## src/rtl/otbn_insn_prefetch_queue_pkg.sv

```systemverilog
// Shared types and constants for the OTBN instruction prefetch queue.
// Entries hold a zero-extended address plus the raw integrity-protected IMEM word.
package otbn_insn_prefetch_queue_pkg;

    localparam int unsigned InsnWidth    = 39;
    localparam int unsigned MaxAddrWidth = 32;

    localparam logic [6:0] OpcodeBranch = 7'h63;
    localparam logic [6:0] OpcodeJal    = 7'h6f;
    localparam logic [6:0] OpcodeJalr   = 7'h67;

    typedef enum logic [1:0] {
        RUN       = 2'd0,
        BR_WAIT   = 2'd1,
        LOOP_WAIT = 2'd2
    } prefetch_state_e;

    typedef struct packed {
        logic [MaxAddrWidth-1:0] addr;
        logic [InsnWidth-1:0]    data;
    } prefetch_entry_t;

    function automatic int unsigned vbits(int unsigned value);
        return (value <= 1) ? 1 : $clog2(value);
    endfunction

    function automatic logic is_branch(logic [6:0] opcode);
        return (opcode == OpcodeBranch) || (opcode == OpcodeJal) || (opcode == OpcodeJalr);
    endfunction

endpackage

```

## src/rtl/otbn_insn_prefetch_queue_issue.sv

```systemverilog
// Prefetch issue unit: next-issue address, branch stall and hardware-loop redirect FSM.
// Combinational issue decision; redirect overrides prefetch_en; no issue while a branch is pending.
module otbn_insn_prefetch_queue_issue
    import otbn_insn_prefetch_queue_pkg::*;
#(
    parameter int unsigned ImemSizeByte  = 4096,
    parameter int unsigned ImemAddrWidth = 12
) (
    input  logic                     clk_i,
    input  logic                     rst_ni,
    input  logic                     flush,
    input  logic                     prefetch_en,
    input  logic                     room,
    input  logic                     redirect,
    input  logic [ImemAddrWidth-1:0] redirect_addr,
    input  logic                     branch_seen,
    input  logic                     branch_popped,
    input  logic                     loop_end_popped,
    input  logic                     loop_active,
    input  logic [31:0]              loop_iterations,
    input  logic [ImemAddrWidth:0]   loop_end_addr,
    input  logic [ImemAddrWidth-1:0] loop_jump_addr,
    output logic                     issue_vld,
    output logic [ImemAddrWidth-1:0] issue_addr
);

    prefetch_state_e           state_q, state_d;
    logic [ImemAddrWidth-1:0]  nxt_q, nxt_d, nxt_seq;
    logic [ImemAddrWidth:0]    addr_plus4;
    logic                      loop_hit;

    always_ff @(posedge clk_i or negedge rst_ni) begin
        if (!rst_ni) begin
            state_q <= RUN;
        end else begin
            state_q <= state_d;
        end
    end

    always_ff @(posedge clk_i or negedge rst_ni) begin
        if (!rst_ni) begin
            nxt_q <= '0;
        end else begin
            nxt_q <= nxt_d;
        end
    end

    // A word that is itself a branch stops issue the cycle it returns, so nothing past it is fetched.
    always_comb begin
        issue_vld  = 1'b0;
        issue_addr = nxt_q;
        if (!flush) begin
            if (redirect) begin
                issue_vld  = 1'b1;
                issue_addr = redirect_addr;
            end else if (state_q != BR_WAIT && !branch_seen && prefetch_en && room) begin
                issue_vld = 1'b1;
            end
        end
    end

    assign addr_plus4 = {1'b0, issue_addr} + (ImemAddrWidth+1)'(4);
    assign nxt_seq    = (addr_plus4 >= (ImemAddrWidth+1)'(ImemSizeByte)) ? '0
                                                                        : addr_plus4[ImemAddrWidth-1:0];

    assign loop_hit = issue_vld && loop_active && (loop_iterations > 32'd1) &&
                      ({1'b0, issue_addr} == loop_end_addr) &&
                      (redirect || state_q != LOOP_WAIT);

    always_comb begin
        nxt_d = nxt_q;
        if (issue_vld) begin
            nxt_d = loop_hit ? loop_jump_addr : nxt_seq;
        end
    end

    always_comb begin
        state_d = state_q;
        if (flush) begin
            state_d = RUN;
        end else if (redirect) begin
            state_d = loop_hit ? LOOP_WAIT : RUN;
        end else if (branch_seen && !branch_popped) begin
            state_d = BR_WAIT;
        end else if (state_q == BR_WAIT && branch_popped) begin
            state_d = RUN;
        end else if (loop_hit) begin
            state_d = LOOP_WAIT;
        end else if (state_q == LOOP_WAIT && loop_end_popped) begin
            state_d = RUN;
        end
    end

endmodule

```

## src/rtl/otbn_insn_prefetch_queue.sv

```systemverilog
// Multi-entry IMEM prefetch queue feeding the OTBN fetch stage.
// Hit latency 1 (ready comb, resp registered); miss/empty re-issue gives ready one cycle later.
// Issue stalls when occupancy + in-flight reaches Depth; fetch waits on ready until the head matches.
module otbn_insn_prefetch_queue
    import otbn_insn_prefetch_queue_pkg::*;
#(
    parameter int unsigned ImemSizeByte = 4096,
    parameter int unsigned Depth        = 2,
    localparam int unsigned ImemAddrWidth = vbits(ImemSizeByte),
    localparam int unsigned DepthW        = vbits(Depth + 1)
) (
    input  logic                     clk_i,
    input  logic                     rst_ni,
    output logic                     imem_req_o,
    output logic [ImemAddrWidth-1:0] imem_addr_o,
    input  logic [38:0]              imem_rdata_i,
    input  logic                     imem_rvalid_i,
    input  logic                     prefetch_en_i,
    input  logic                     flush_i,
    input  logic                     fetch_req_valid_i,
    input  logic [ImemAddrWidth-1:0] fetch_req_addr_i,
    output logic                     fetch_req_ready_o,
    output logic                     fetch_resp_valid_o,
    output logic [ImemAddrWidth-1:0] fetch_resp_addr_o,
    output logic [38:0]              fetch_resp_data_o,
    input  logic                     fetch_resp_clear_i,
    input  logic                     loop_active_i,
    input  logic [31:0]              loop_iterations_i,
    input  logic [ImemAddrWidth:0]   loop_end_addr_i,
    input  logic [ImemAddrWidth-1:0] loop_jump_addr_i,
    output logic                     fetch_miss_o,
    output logic [DepthW-1:0]        occupancy_o
);

    localparam int unsigned AW   = ImemAddrWidth;
    localparam int unsigned PtrW = vbits(Depth);

    prefetch_entry_t      entry_q [Depth];
    logic [PtrW-1:0]      head_q, tail_q;
    logic [DepthW-1:0]    count_q;
    logic                 inflight_q;
    logic [AW-1:0]        inflight_addr_q;

    logic                 rsp_live, head_vld, head_match;
    logic                 hit, bypass, miss, reissue, redirect;
    logic                 push, push_store, pop, room;
    logic [InsnWidth-1:0] pop_data;
    logic                 issue_vld;
    logic [AW-1:0]        issue_addr;

    function automatic logic [PtrW-1:0] ptr_inc(logic [PtrW-1:0] ptr);
        return (ptr == PtrW'(Depth - 1)) ? '0 : ptr + PtrW'(1);
    endfunction

    // Read data is only trusted when it answers the read issued last cycle and nothing killed it.
    assign rsp_live   = imem_rvalid_i & inflight_q & ~flush_i;
    assign head_vld   = (count_q != '0);
    assign head_match = (entry_q[head_q].addr == MaxAddrWidth'(fetch_req_addr_i));

    assign hit      = fetch_req_valid_i & head_vld & head_match & ~flush_i;
    assign bypass   = fetch_req_valid_i & ~head_vld & rsp_live & (inflight_addr_q == fetch_req_addr_i);
    assign miss     = fetch_req_valid_i & head_vld & ~head_match & ~flush_i;
    assign reissue  = fetch_req_valid_i & ~head_vld & ~bypass & ~flush_i;
    assign redirect = miss | reissue;

    assign push       = rsp_live & ~redirect;
    assign push_store = push & ~bypass;
    assign pop        = hit | bypass;
    assign pop_data   = bypass ? imem_rdata_i : entry_q[head_q].data;
    assign room       = ({1'b0, count_q} + {{DepthW{1'b0}}, inflight_q}) < (DepthW+1)'(Depth);

    otbn_insn_prefetch_queue_issue #(
        .ImemSizeByte  (ImemSizeByte),
        .ImemAddrWidth (AW)
    ) u_issue (
        .clk_i           (clk_i),
        .rst_ni          (rst_ni),
        .flush           (flush_i),
        .prefetch_en     (prefetch_en_i),
        .room            (room),
        .redirect        (redirect),
        .redirect_addr   (fetch_req_addr_i),
        .branch_seen     (push & is_branch(imem_rdata_i[6:0])),
        .branch_popped   (pop & is_branch(pop_data[6:0])),
        .loop_end_popped (pop & ({1'b0, fetch_req_addr_i} == loop_end_addr_i)),
        .loop_active     (loop_active_i),
        .loop_iterations (loop_iterations_i),
        .loop_end_addr   (loop_end_addr_i),
        .loop_jump_addr  (loop_jump_addr_i),
        .issue_vld       (issue_vld),
        .issue_addr      (issue_addr)
    );

    always_ff @(posedge clk_i or negedge rst_ni) begin
        if (!rst_ni) begin
            head_q          <= '0;
            tail_q          <= '0;
            count_q         <= '0;
            inflight_q      <= 1'b0;
            inflight_addr_q <= '0;
        end else begin
            inflight_q      <= issue_vld;
            inflight_addr_q <= issue_addr;
            if (flush_i || redirect) begin
                head_q  <= '0;
                tail_q  <= '0;
                count_q <= '0;
            end else begin
                if (push_store) begin
                    tail_q <= ptr_inc(tail_q);
                end
                if (hit) begin
                    head_q <= ptr_inc(head_q);
                end
                if (push_store && !hit) begin
                    count_q <= count_q + DepthW'(1);
                end else if (!push_store && hit) begin
                    count_q <= count_q - DepthW'(1);
                end
            end
        end
    end

    always_ff @(posedge clk_i or negedge rst_ni) begin
        if (!rst_ni) begin
            for (int i = 0; i < Depth; i++) begin
                entry_q[i] <= '0;
            end
        end else if (push_store) begin
            entry_q[tail_q] <= {MaxAddrWidth'(inflight_addr_q), imem_rdata_i};
        end
    end

    // A transfer beats a simultaneous clear; flush beats both.
    always_ff @(posedge clk_i or negedge rst_ni) begin
        if (!rst_ni) begin
            fetch_resp_valid_o <= 1'b0;
            fetch_resp_addr_o  <= '0;
            fetch_resp_data_o  <= '0;
        end else if (flush_i) begin
            fetch_resp_valid_o <= 1'b0;
            fetch_resp_addr_o  <= '0;
            fetch_resp_data_o  <= '0;
        end else if (pop) begin
            fetch_resp_valid_o <= 1'b1;
            fetch_resp_addr_o  <= fetch_req_addr_i;
            fetch_resp_data_o  <= pop_data;
        end else if (fetch_resp_clear_i) begin
            fetch_resp_valid_o <= 1'b0;
        end
    end

    assign imem_req_o        = issue_vld;
    assign imem_addr_o       = issue_addr;
    assign fetch_req_ready_o = pop;
    assign fetch_miss_o      = miss;
    assign occupancy_o       = count_q;

endmodule

```

## config.mk

```make
export PLATFORM = sky130hd
export DESIGN_NAME = otbn_insn_prefetch_queue
export DESIGN_NICKNAME = d
export VERILOG_FILES = /design/src/rtl/otbn_insn_prefetch_queue_pkg.sv /design/src/rtl/otbn_insn_prefetch_queue_issue.sv /design/src/rtl/otbn_insn_prefetch_queue.sv
export SDC_FILE = /design/constraint.sdc
export NUM_CORES = 1
export LEC_CHECK = 0
export ABC_AREA = 1
export CAP_MARGIN = 20
export CORE_MARGIN = 3
export CORE_UTILIZATION = 47
export CTS_CLUSTER_SIZE = 40
export DETAILED_ROUTE_END_ITERATION = 8
export GPL_ROUTABILITY_DRIVEN = 0
export PLACE_DENSITY = 0.77
export SLEW_MARGIN = 15
export SYNTH_ARGS = -nofsm -noshare
export SYNTH_HDL_FRONTEND = slang
export SYNTH_SLANG_ARGS = --single-unit
```

## constraint.sdc

```tcl
create_clock -name clk_i -period 2.68 [get_ports clk_i]
set_input_delay 0.536 -clock clk_i [delete_from_list [all_inputs] [get_ports clk_i]]
set_output_delay 0.536 -clock clk_i [all_outputs]
set_load 0.005 [all_outputs]
```

==> flow_metrics.py <==
metrics = {
    "status": {
        "status": "finished with violations",
        "violations": "negative setup slack",
    },
    "worst_setup_path": {
        "r2r-start": "head_q",
        "path_max_fanout": 8,
        "worstPathRequired_ns": 3.03,
        "critical_path_class": "reg -> reg",
        "path_delay_family": "simple AND/OR/NAND/NOR gates",
        "path_buf_inv": 8,
        "cp-start-kind": "register",
        "setup.worst_path.end_class": "register",
        "cp.arrival_ns": 3.58,
        "slowest_delay_ns": 0.50,
        "slowest_stage": "dfrtp_2",
        "cp-startpoint": "head_q",
    },
    "logic_synthesis": {
        "synthTopCellsByArea": "dfrtp_1, nand2_1, o21ai_0",
        "synth_top_cell_by_area": "dfrtp_1",
        "synth_top_flop_cell": "dfrtp_1",
        "ys_seq_area_share_pct": 49.3,
        "synth_cell_type_count": 37,
        "synth.most_common_cell": "nand2_1",
        "syn_inst": 1240,
        "synth_top_cell_area_share_pct": 49.3,
        "async_flop_share_pct": 100,
        "synth_commonest_cells": "nand2_1, o21ai_0, dfrtp_1",
        "avgSynthCellArea_um2": 7.58,
        "yosys_warnings": 0,
        "ys_ff_latch": 185,
        "syn_nets": 1357,
        "synth_area_um2": 9400,
        "synth-edff-count": 0,
    },
    "place": {
        "hpwl_mm": 19.6,
        "io_buffers": 183,
        "placed_cell_area_um2": 12200,
        "dp.cells": 1732,
    },
    "drt": {
        "drtIter0Drc": 1043,
        "ant_nets": 0,
        "wirelength_mm": 38.5,
        "drc": 0,
        "dr_total_vias": 10900,
        "dr.pass1.iters": 8,
        "wire_per_inst_um": 20.8,
        "viasPerCell": 5.88,
    },
    "timing": {
        "hold_viol": 0,
        "fmax_mhz": 310,
        "post-route-min-period_ns": 3.23,
        "fin_crit_sh_pct": 120,
        "final_max_slew_viol_count": 0,
        "relSlewSlack_pct": 58.5,
        "finClkSkew_ns": 0.0128,
        "rsz0062_at_grt": "yes",
        "tightest_slew_ns": 0.622,
        "tns_ns": -27.33,
        "setup_viol_count_final": 134,
        "setup_ws_ns": -0.546,
    },
    "clocking": {
        "clk_latency_ns": 0.45,
        "cts_hold_buf": 0,
        "clockBufferDepth": 2,
        "cts_tree": "built",
        "cts_inserted_buffers": 17,
        "path_clk_slew_ns": 0.08,
        "root_buffer": "clkbuf_16",
        "cts_sinks": 185,
        "htreeDepth": 4,
    },
    "global_routing": {
        "grt_pass1_wl_mm": 48.9,
        "grt_pass1_vias": 9789,
        "grt_max_degree": 103,
        "grt_use_total_pct": 27.9,
        "antenna_found_initial": 0,
        "grt-ovfl-total": 0,
    },
    "floorplan": {
        "io_pins": 185,
        "std_cell_rows": 51,
        "fp.dieH_um": 147,
        "dieArea_um2": 21700,
        "initial_utilization_pct": 48.1,
        "coreArea_um2": 19500,
        "die_width_um": 147,
    },
    "power_and_ir_drop": {
        "ir_worst_vdd_uv": 484,
        "leakagePower_nw": 7.26,
        "powerDensity_nw_per_um2": 640,
        "power_mw": 9.45,
    },
    "min_path": {
        "hp-class": "in -> async",
    },
    "flow_run": {
        "cap_violations": 0,
    },
    "cells_and_area": {
        "postLayoutCellArea_um2": 14800,
        "utilization_pct": 75.6,
        "area_growth_pct": 57.1,
        "nets": 1688,
        "drive_gt1_share_pct": 24.8,
        "layoutNonFillerInstCount": 1849,
        "diodes": 0,
    },
}
cell usage in the layout, fill, tap and decap left out, drive strengths merged, types with 2 or more instances in the layout:
master	instances
a21oi	14
a221oi	3
buf	189
clkbuf	35
clkdlybuf4s50	157
clkinv	6
dfrtp	185
dlygate4sd2	10
inv	135
nand2	362
nand3	170
nand3b	3
nand4	14
nor2	57
nor3	9
nor4	7
o211ai	2
o21ai	198
o22ai	6
xnor2	5
xor2	8
state kept, by name (all words and copies together) (netlist names):
name	flops
entry_q	102
fetch_resp_addr_o	12
fetch_resp_data_o	39
fetch_resp_valid_o	1
head_q	1
inflight_addr_q	12
inflight_q	1
occupancy_o	2
tail_q	1
u_issue.nxt_q	12
u_issue.state_q	2
kinds of logic (layout without fill, tap and decap cells):
family | Yosys count | after routing | share of synthesized area, %
DFF | 185 | 185 | 49.3
buffers and inverters | 193 | 532 | 8.34
AOI/OAI and AO/OA | 227 | 227 | 12.5
adders and majority gates | 1 | 1 | 0.133
xor gates and xnor gates | 13 | 13 | 1.21
muxes | 1 | 1 | 0.107
and+or+nand+nor | 620 | 625 | 28.5
layer usage:
metal	routed length (µm)	vias to the layer above	GRT usage, %
li1	-	4735	-
met1	13400	5085	36.9
met2	18100	829	45.8
met3	4690	216	5.76
met4	2250	0	10.2
met5	0	-	0
stage by stage:
stage          setup WS (ns)  hold WS [ns]
3_3_place_gp          -0.825         0.462
3_5_place_dp          -0.819         0.466
2_1_floorplan         0.0580         0.240
6_report              -0.546        0.0133
4_1_cts               -0.408        0.0188
5_1_grt               -0.686        0.0397
what timing repair did:
item,in CTS,in global routing
pin swaps,37,58
setup buffers,43,14
resized for setup,175,197
setup endpoints to repair,133,134
cloned,5,32
cell type report:
class | count | area, µm²
multi-input cells | 867 | 4770
repair buffers | 374 | 3960
inverters | 125 | 490
clock inverters | 15 | 150
flip-flops and latches | 185 | 4630
well taps | 265 | 332
fillers | 1260 | 4770
clock buffers | 17 | 425
repair inverters | 1 | 3.75
worst reg2reg max path, cell delays in order, from the launching register on:
cell and delay (ns):
dfrtp_2 0.50, buf_12 0.18, inv_16 0.08, nand2_2 0.07, nand2_2 0.08, nand2_2 0.06, nand2_1 0.09, nand2_1 0.07
nor2_2 0.14, nand3_2 0.13, nand2_4 0.13, buf_12 0.12, buf_8 0.11, buf_4 0.11, buf_4 0.10, nand3_1 0.09
nand3_1 0.14, nand2_1 0.08, nor2_2 0.10, nand2_2 0.07, nor2_4 0.17, buf_6 0.16, nand3_2 0.06, nand2_1 0.06
inv_1 0.05, a21oi_1 0.20
path summary, 6_finish.rpt:
kind,endpoint,cells after the start,slack [ns]
min in group clk_i,fetch_resp_valid_o,2,0.49
max reg2reg,u_issue.nxt_q[9],25,-0.55
min reg2reg,fetch_resp_valid_o,2,0.49
max in group asynchronous,fetch_resp_addr_o[1],2,1.92
min,entry_q[85],1,0.01
max,u_issue.nxt_q[9],25,-0.55
report_power, final:
group          switching, mW  total [mW]  internal (mW)
Sequential             0.380        3.68           3.30
Clock                   1.27        2.52           1.24
Combinational           1.72        3.25           1.53
(Power assumes the default switching activity.)
